**src/rtl/batch_dispatch_ctrl.sv**
```systemverilog
// -----------------------------------------------------------------------------
// batch_dispatch_ctrl
//
// Sequences the batch pool between the conflict checker and the batch array.
// Each compatible tx is appended to the open batch. The open batch is closed
// when it becomes full, when a conflicting tx arrives, on flush and, optionally,
// after an idle timeout. Closed batches go to the executor in order over a
// valid/ready handshake. They are retired on in-order exec_done, and their IDs
// are recycled as a ring.
//
// Optional feature macro: BATCH_TIMEOUT_EN
//   defined   : an idle timer closes a non-empty open batch after TIMEOUT_CYCLES
//   undefined : no timer logic; batches close on full / conflict / flush only
//
// Ports
//   clk, rst         clock, synchronous active-high reset
//   chk_valid        conflict-check result valid
//   chk_no_conflict  1: tx fits the open batch, 0: conflicts with it
//   chk_ready        controller accepts the result this cycle
//   flush            close the open batch if it is non-empty
//   tx_append        1-cycle pulse: write tx into batch open_batch_id
//   open_batch_id    ID of the open batch
//   open_tx_count    number of tx already in the open batch
//   disp_valid       a closed batch is waiting for the executor
//   disp_batch_id    oldest undispatched closed batch
//   disp_tx_count    its tx count
//   disp_ready       executor takes the batch
//   exec_done        executor finished a batch
//   exec_done_id     ID of the finished batch
//   err_done         sticky: spurious or out-of-order exec_done seen
// -----------------------------------------------------------------------------
module batch_dispatch_ctrl #(
    parameter int  TX_PER_BATCH   = 48,
    parameter int  BATCH_ID_W     = 8,
    parameter int  TIMEOUT_CYCLES = 64,
    localparam int CNT_W          = $clog2(TX_PER_BATCH + 1)
) (
    input  logic                  clk,
    input  logic                  rst,
    input  logic                  chk_valid,
    input  logic                  chk_no_conflict,
    output logic                  chk_ready,
    input  logic                  flush,
    output logic                  tx_append,
    output logic [BATCH_ID_W-1:0] open_batch_id,
    output logic [CNT_W-1:0]      open_tx_count,
    output logic                  disp_valid,
    output logic [BATCH_ID_W-1:0] disp_batch_id,
    output logic [CNT_W-1:0]      disp_tx_count,
    input  logic                  disp_ready,
    input  logic                  exec_done,
    input  logic [BATCH_ID_W-1:0] exec_done_id,
    output logic                  err_done
);

    localparam int NUM_BATCHES = 2 ** BATCH_ID_W;

    typedef enum logic {
        S_OPEN  = 1'b0,
        S_STALL = 1'b1
    } state_e;

    state_e                state_q, state_d;
    logic [BATCH_ID_W-1:0] alloc_q, alloc_d;
    logic [BATCH_ID_W-1:0] disp_q, disp_d;
    logic [BATCH_ID_W-1:0] retire_q, retire_d;
    logic [CNT_W-1:0]      cnt_q, cnt_d;
    logic                  err_q, err_d;

    // NOTE: the count array holds no reset; an entry is only read after the
    // close that wrote it, so reset would cost flops and buy nothing.
    logic [CNT_W-1:0]      count_mem [NUM_BATCHES];

    logic                  ready_int, accept, close;
    logic                  conflict_close, full_close, flush_close, timeout_close;
    logic [CNT_W-1:0]      fill_cnt;
    logic                  disp_pend, disp_fire, retire_fire;
    logic [BATCH_ID_W-1:0] alloc_inc, alloc_inc2;

`ifdef BATCH_TIMEOUT_EN
    localparam int TMR_W = $clog2(TIMEOUT_CYCLES + 1);
    logic [TMR_W-1:0] timer_q, timer_d;
`endif

    assign alloc_inc  = alloc_q + 1'b1;
    assign alloc_inc2 = alloc_q + BATCH_ID_W'(2);
    assign disp_pend  = (disp_q != alloc_q);

    // NOTE: every signal written here gets a default first, so no path can
    // leave one unassigned and infer a latch.
    always_comb begin
        state_d        = state_q;
        alloc_d        = alloc_q;
        disp_d         = disp_q;
        retire_d       = retire_q;
        cnt_d          = cnt_q;
        err_d          = err_q;
        ready_int      = 1'b0;
        accept         = 1'b0;
        close          = 1'b0;
        conflict_close = 1'b0;
        full_close     = 1'b0;
        flush_close    = 1'b0;
        timeout_close  = 1'b0;
        fill_cnt       = cnt_q;
`ifdef BATCH_TIMEOUT_EN
        timer_d        = '0;
`endif

        disp_fire = disp_pend && disp_ready;
        if (disp_fire) disp_d = disp_q + 1'b1;

        // Only the oldest dispatched batch may retire; anything else is an error.
        retire_fire = exec_done && (exec_done_id == retire_q) && (retire_q != disp_q);
        if (retire_fire)    retire_d = retire_q + 1'b1;
        else if (exec_done) err_d    = 1'b1;

        case (state_q)
            S_OPEN: begin
                // A conflict against a non-empty batch is held off for one
                // cycle while that batch closes; against an empty batch it
                // simply starts the batch.
                conflict_close = chk_valid && !chk_no_conflict && (cnt_q != '0);
                ready_int      = !conflict_close;
                accept         = chk_valid && ready_int;
                fill_cnt       = cnt_q + CNT_W'(accept);
                full_close     = accept && (fill_cnt == CNT_W'(TX_PER_BATCH));
                flush_close    = flush && (fill_cnt != '0);
`ifdef BATCH_TIMEOUT_EN
                timeout_close  = (cnt_q != '0) && !accept &&
                                 (timer_q == TMR_W'(TIMEOUT_CYCLES - 1));
`endif
                // Every trigger closes the same batch with the same count
                // (a tx accepted this cycle belongs to it), so trigger
                // priority does not change the recorded count.
                close = full_close || conflict_close || flush_close || timeout_close;
                cnt_d = fill_cnt;
`ifdef BATCH_TIMEOUT_EN
                if ((cnt_q != '0) && !accept && !close) timer_d = timer_q + 1'b1;
`endif
                if (close) begin
                    cnt_d   = '0;
                    alloc_d = alloc_inc;
                    // The new open batch would be the last free ID: stall
                    // unless a retire frees a slot in this same cycle.
                    if (alloc_inc2 == retire_d) state_d = S_STALL;
                end
            end
            S_STALL: begin
                if (alloc_inc != retire_q) state_d = S_OPEN;
            end
            default: state_d = S_OPEN;
        endcase
    end

    always_ff @(posedge clk) begin
        if (rst) begin
            state_q  <= S_OPEN;
            alloc_q  <= '0;
            disp_q   <= '0;
            retire_q <= '0;
            cnt_q    <= '0;
            err_q    <= 1'b0;
`ifdef BATCH_TIMEOUT_EN
            timer_q  <= '0;
`endif
        end else begin
            state_q  <= state_d;
            alloc_q  <= alloc_d;
            disp_q   <= disp_d;
            retire_q <= retire_d;
            cnt_q    <= cnt_d;
            err_q    <= err_d;
`ifdef BATCH_TIMEOUT_EN
            timer_q  <= timer_d;
`endif
        end
    end

    always_ff @(posedge clk) begin
        if (close) count_mem[alloc_q] <= fill_cnt;
    end

    // Reset is synchronous, so state is stale during the reset cycle; the
    // outputs are forced low to keep that cycle free of pulses.
    assign chk_ready     = !rst && ready_int;
    assign tx_append     = !rst && accept;
    assign open_batch_id = rst ? '0 : alloc_q;
    assign open_tx_count = rst ? '0 : cnt_q;
    assign disp_valid    = !rst && disp_pend;
    assign disp_batch_id = rst ? '0 : disp_q;
    assign disp_tx_count = (!rst && disp_pend) ? count_mem[disp_q] : '0;
    assign err_done      = !rst && err_q;

endmodule
```
**config.mk**
```make
export PLATFORM = sky130hd
export DESIGN_NAME = batch_dispatch_ctrl
export DESIGN_NICKNAME = d
export VERILOG_FILES = /design/src/rtl/batch_dispatch_ctrl.sv
export SDC_FILE = /design/constraint.sdc
export NUM_CORES = 2
export LEC_CHECK = 0
export ABC_CLOCK_PERIOD_IN_PS = 17000
export BUFFER_PORTS_ARGS = -buffer_cell sky130_fd_sc_hd__clkbuf_2
export CAP_MARGIN = 20
export CORE_MARGIN = 2
export CORE_UTILIZATION = 63
export DETAILED_ROUTE_END_ITERATION = 16
export PLACE_DENSITY = 0.76
export SLEW_MARGIN = 20
export SYNTH_ARGS = -nofsm -noshare
export SYNTH_HDL_FRONTEND = slang
export SYNTH_SLANG_ARGS = --single-unit
```
**constraint.sdc**
```tcl
create_clock -name clk -period 17 [get_ports clk]
set_clock_uncertainty 0.1 [all_clocks]
set_input_delay 4.25 -clock clk [delete_from_list [all_inputs] [get_ports clk]]
set_output_delay 4.25 -clock clk [all_outputs]
set_load 0.1 [all_outputs]
```
==> impl_results.md <==
* Clock root buffer: clkbuf_16
* TritonCTS clock tree: done
* Gr usage total at 29.7%
* Clock sink total at 1576
* Fin nets at 3184
* Antenna violations before repair at 3
* Port Buffers at 46
* Vias at 31900
* CTS Buffer Depth at 3
* Crit Path Category: input port to primary output
* FMAX at 0.0961 GHz
* Site Rows at 115
* Final Critical Period at 10.41 ns
* Cell Count, Final, Fillers Out at 4569
* Max-cap check violation count at 0
* ANT cells at 0
* Avg WL per Cell at 32.4 µm
* Cell variety after synth at 60
* Critical Path, Cell by Cell: clkbuf_2 > buf_4 > a21oi_1 > buf_4 > and2_1 > inv_1 > o21ai_1 > clkbuf_2
* Setup TNS Final at 0 ns
* Status: completed
* Final WL at 148000 µm
* Leak at 21.3 nW
* Congestion Overflow GR at 0
* WP buf/inv at 5
* CTS clock-pin slew for the worst setup and hold paths at 0.07 ns
* DP Area at 63700 µm²
* Hold Vio Cnt, Final at 0
* Final period util at 61.2%
* WP data arrival at 6.06 ns
* # IOs at 47
* Hold Path Class: flop to flop
* Htree depth at 4
* Core ar. at 98300 µm²
* Actual slew at the worst max-slew pin at 1.16 ns
* HPWL Detailed at 84900 µm
* Vias in the first global route at 32500
* Layout cell share with drive strength beyond 1 at 23.2%
* Post-route cell area at 68800 µm²
* # fillers at 5620
* Max FO, Critical Path at 60
* #FFs+latches synth at 1576
* Worst EP required at 12.65 ns
* Cell Area, Synth at 62500 µm²
* Final setup viols at 0
* Cells after synthesis at 3104
* Mapped Avg Cell Area at 20.1 µm²
* GPL Wtd Cong at 0.852
* Number of flops mapped to enable cells by yosys at 1536
* Crit path launch type: input port
* Slew Limit Fails at 0
* Die area at 102000 µm²
* RSZ-0062 raised after global routing: false
* Router iterations before antenna repair at 5
* CP endpoint kind: primary output
* Placed Instances at 4289
* Syn-to-layout area delta at 10.2%
* Post-cts gate resize count at 0
* Initial DRC Count at 4559
* Num CTS Buffers at 152
* Vias per cell at 6.98
* First-pass GRT wire length at 219000 µm
* Largest net degree at the start of global routing at 154
* Asr flop ratio synth at 0%
* Worst vdd ir at 0.000106 V
* CP max stage cell: clkbuf_2
* Die Ht at 319 µm
* DRC viols at 0
* Power per cell area at 126 nW/µm²
* Worst path max stage delay at 0.48 ns
* CP top delay family: buffers and inverters
* Post CTS Setup Buffer Count at 0
* YS warnings at 0
* Ys flop type: edfxtp_1
* Seq/Total Area, Yosys at 75.1%
* Hold Buf Count CTS at 0
* Starting Density at 63.5%
* Syn Nets at 3128
* Insertion delay to the later sink of the worst-skew pair at 0.76 ns
* Slew headroom at 22.8%
* Width of the die at 319 µm
* ANT nets after route at 0
==> cells by family after synthesis <==
logic type | Yosys count | share of synthesized area, %
flops | 1576 | 75.1
buf+inv | 218 | 1.95
compound gates | 329 | 3.65
fa+ha+maj | 9 | 0.180
xor+xnor | 70 | 0.994
simple gates | 489 | 3.86
mux | 413 | 14.2
==> state kept, by name, summed over array words and instances (netlist names), named ones only <==
signal     cells
count_mem   1536
alloc_q        8
disp_q         8
retire_q       8
cnt_q          6
err_q          1
state_q        1
==> where the power goes <==
group          total [mW]  internal [mW]  leakage, nW  switching [mW]
Sequential           4.32           4.29         14.6          0.0270
Clock                3.40           1.99         2.44            1.41
Combinational       0.958          0.405         4.33           0.553
Total                8.67           6.68         21.3            2.00
==> layout make-up <==
type	instances	area (µm²)	share of cell area, %
tap	1287	1610	2.34
clock buffer	199	4190	6.09
timing repair buffer	111	774	1.13
multi-input combinational	1310	14500	21.0
inverter	9	33.8	0.0491
clock inverter	77	830	1.21
sequential	1576	46900	68.2
==> cell usage in the layout (no fill, tap or decap), types with 28 or more instances in the layout <==
cell type / n
clkbuf_16: 161
edfxtp_1: 1536
nand2_1: 34
buf_4: 55
nor2b_1: 28
a22oi_1: 155
dfxtp_1: 36
clkbuf_2: 47
clkinv_1: 29
nor2_1: 289
mux4_2: 379
clkbuf_1: 36
a21oi_1: 96
xor2_1: 30
xnor2_1: 35
==> Yosys cell counts (5+ instances only) <==
cell / count / share of area (%)
nand2b_1: 5 / 0.050
buf_4: 25 / 0.30
buf_6: 26 / 0.47
o211ai_1: 14 / 0.17
nor3b_1: 7 / 0.084
mux2i_1: 25 / 0.40
dfxtp_1: 40 / 1.3
a21oi_1: 96 / 0.77
clkbuf_1: 81 / 0.49
a31oi_1: 8 / 0.080
xnor2_1: 38 / 0.53
nor3_1: 16 / 0.13
o22ai_1: 6 / 0.060
o21ai_1: 9 / 0.072
nor2b_1: 32 / 0.32
buf_2: 64 / 0.51
edfxtp_1: 1536 / 74
inv_1: 9 / 0.054
buf_1: 10 / 0.060
nor4_1: 22 / 0.22
mux4_2: 379 / 14
and2_1: 9 / 0.090
a22oi_1: 155 / 1.9
and3_1: 7 / 0.070
nand2_1: 40 / 0.24
nor2_1: 291 / 1.7
nand3_1: 19 / 0.15
xor2_1: 31 / 0.43
nand4_1: 17 / 0.17
mux2_2: 9 / 0.16
ha_1: 9 / 0.18
a22o_1: 18 / 0.25
nand4b_4: 8 / 0.30
o21ai_0: 7 / 0.056
==> worst paths after layout <==
path | to | slack [ns] | cells past startpoint | start
worst max-delay path | disp_tx_count[5] | 6.59 | 8 | rst
worst min-delay path | err_q$_SDFFE_PP0P_ | 0.39 | 2 | err_q$_SDFFE_PP0P_
worst max register to register | count_mem[193][1]$_DFFE_PP_ | 11.63 | 12 | cnt_q[3]$_SDFFE_PP0N_
worst min register to register | err_q$_SDFFE_PP0P_ | 0.39 | 2 | err_q$_SDFFE_PP0P_
==> routing by layer <==
metal / track usage (%) / vias up / wire length [µm]
li1: - / 12900 / -
met1: 42.5 / 16500 / 54200
met2: 45.9 / 2152 / 70700
met3: 6.45 / 319 / 17400
met4: 11.3 / 6 / 5650
met5: 0 / - / 35
==> worst reg2reg max path, stage by stage (launching register included) <==
cell and delay (ns):
dfxtp_1 0.54, nor2_1 0.10, a21oi_1 0.39, nor2b_1 0.13
ha_1 0.26, ha_1 0.33, nor2_1 0.14, o2111a_1 0.21
o211ai_1 0.11, a211o_2 0.44, nand2_4 0.42, nand4_1 0.97
nor2_1 0.85
==> stage by stage <==
step | power, mW | worst slack (ns) | hold slack, ns | util [%]
3_3_place_gp | 5.33 | 6.63 | 0.353 | 64.8
4_1_cts | 8.70 | 6.59 | 0.380 | 70.0
3_5_place_dp | 5.35 | 6.58 | 0.362 | 64.9
5_1_grt | 8.89 | 6.46 | 0.442 | 70.0
6_report | 8.67 | 6.59 | 0.386 | 70.0
2_1_floorplan | 5.12 | 2.85 | 0.329 | -
No activity file was read; power rests on OpenSTA's default activity.
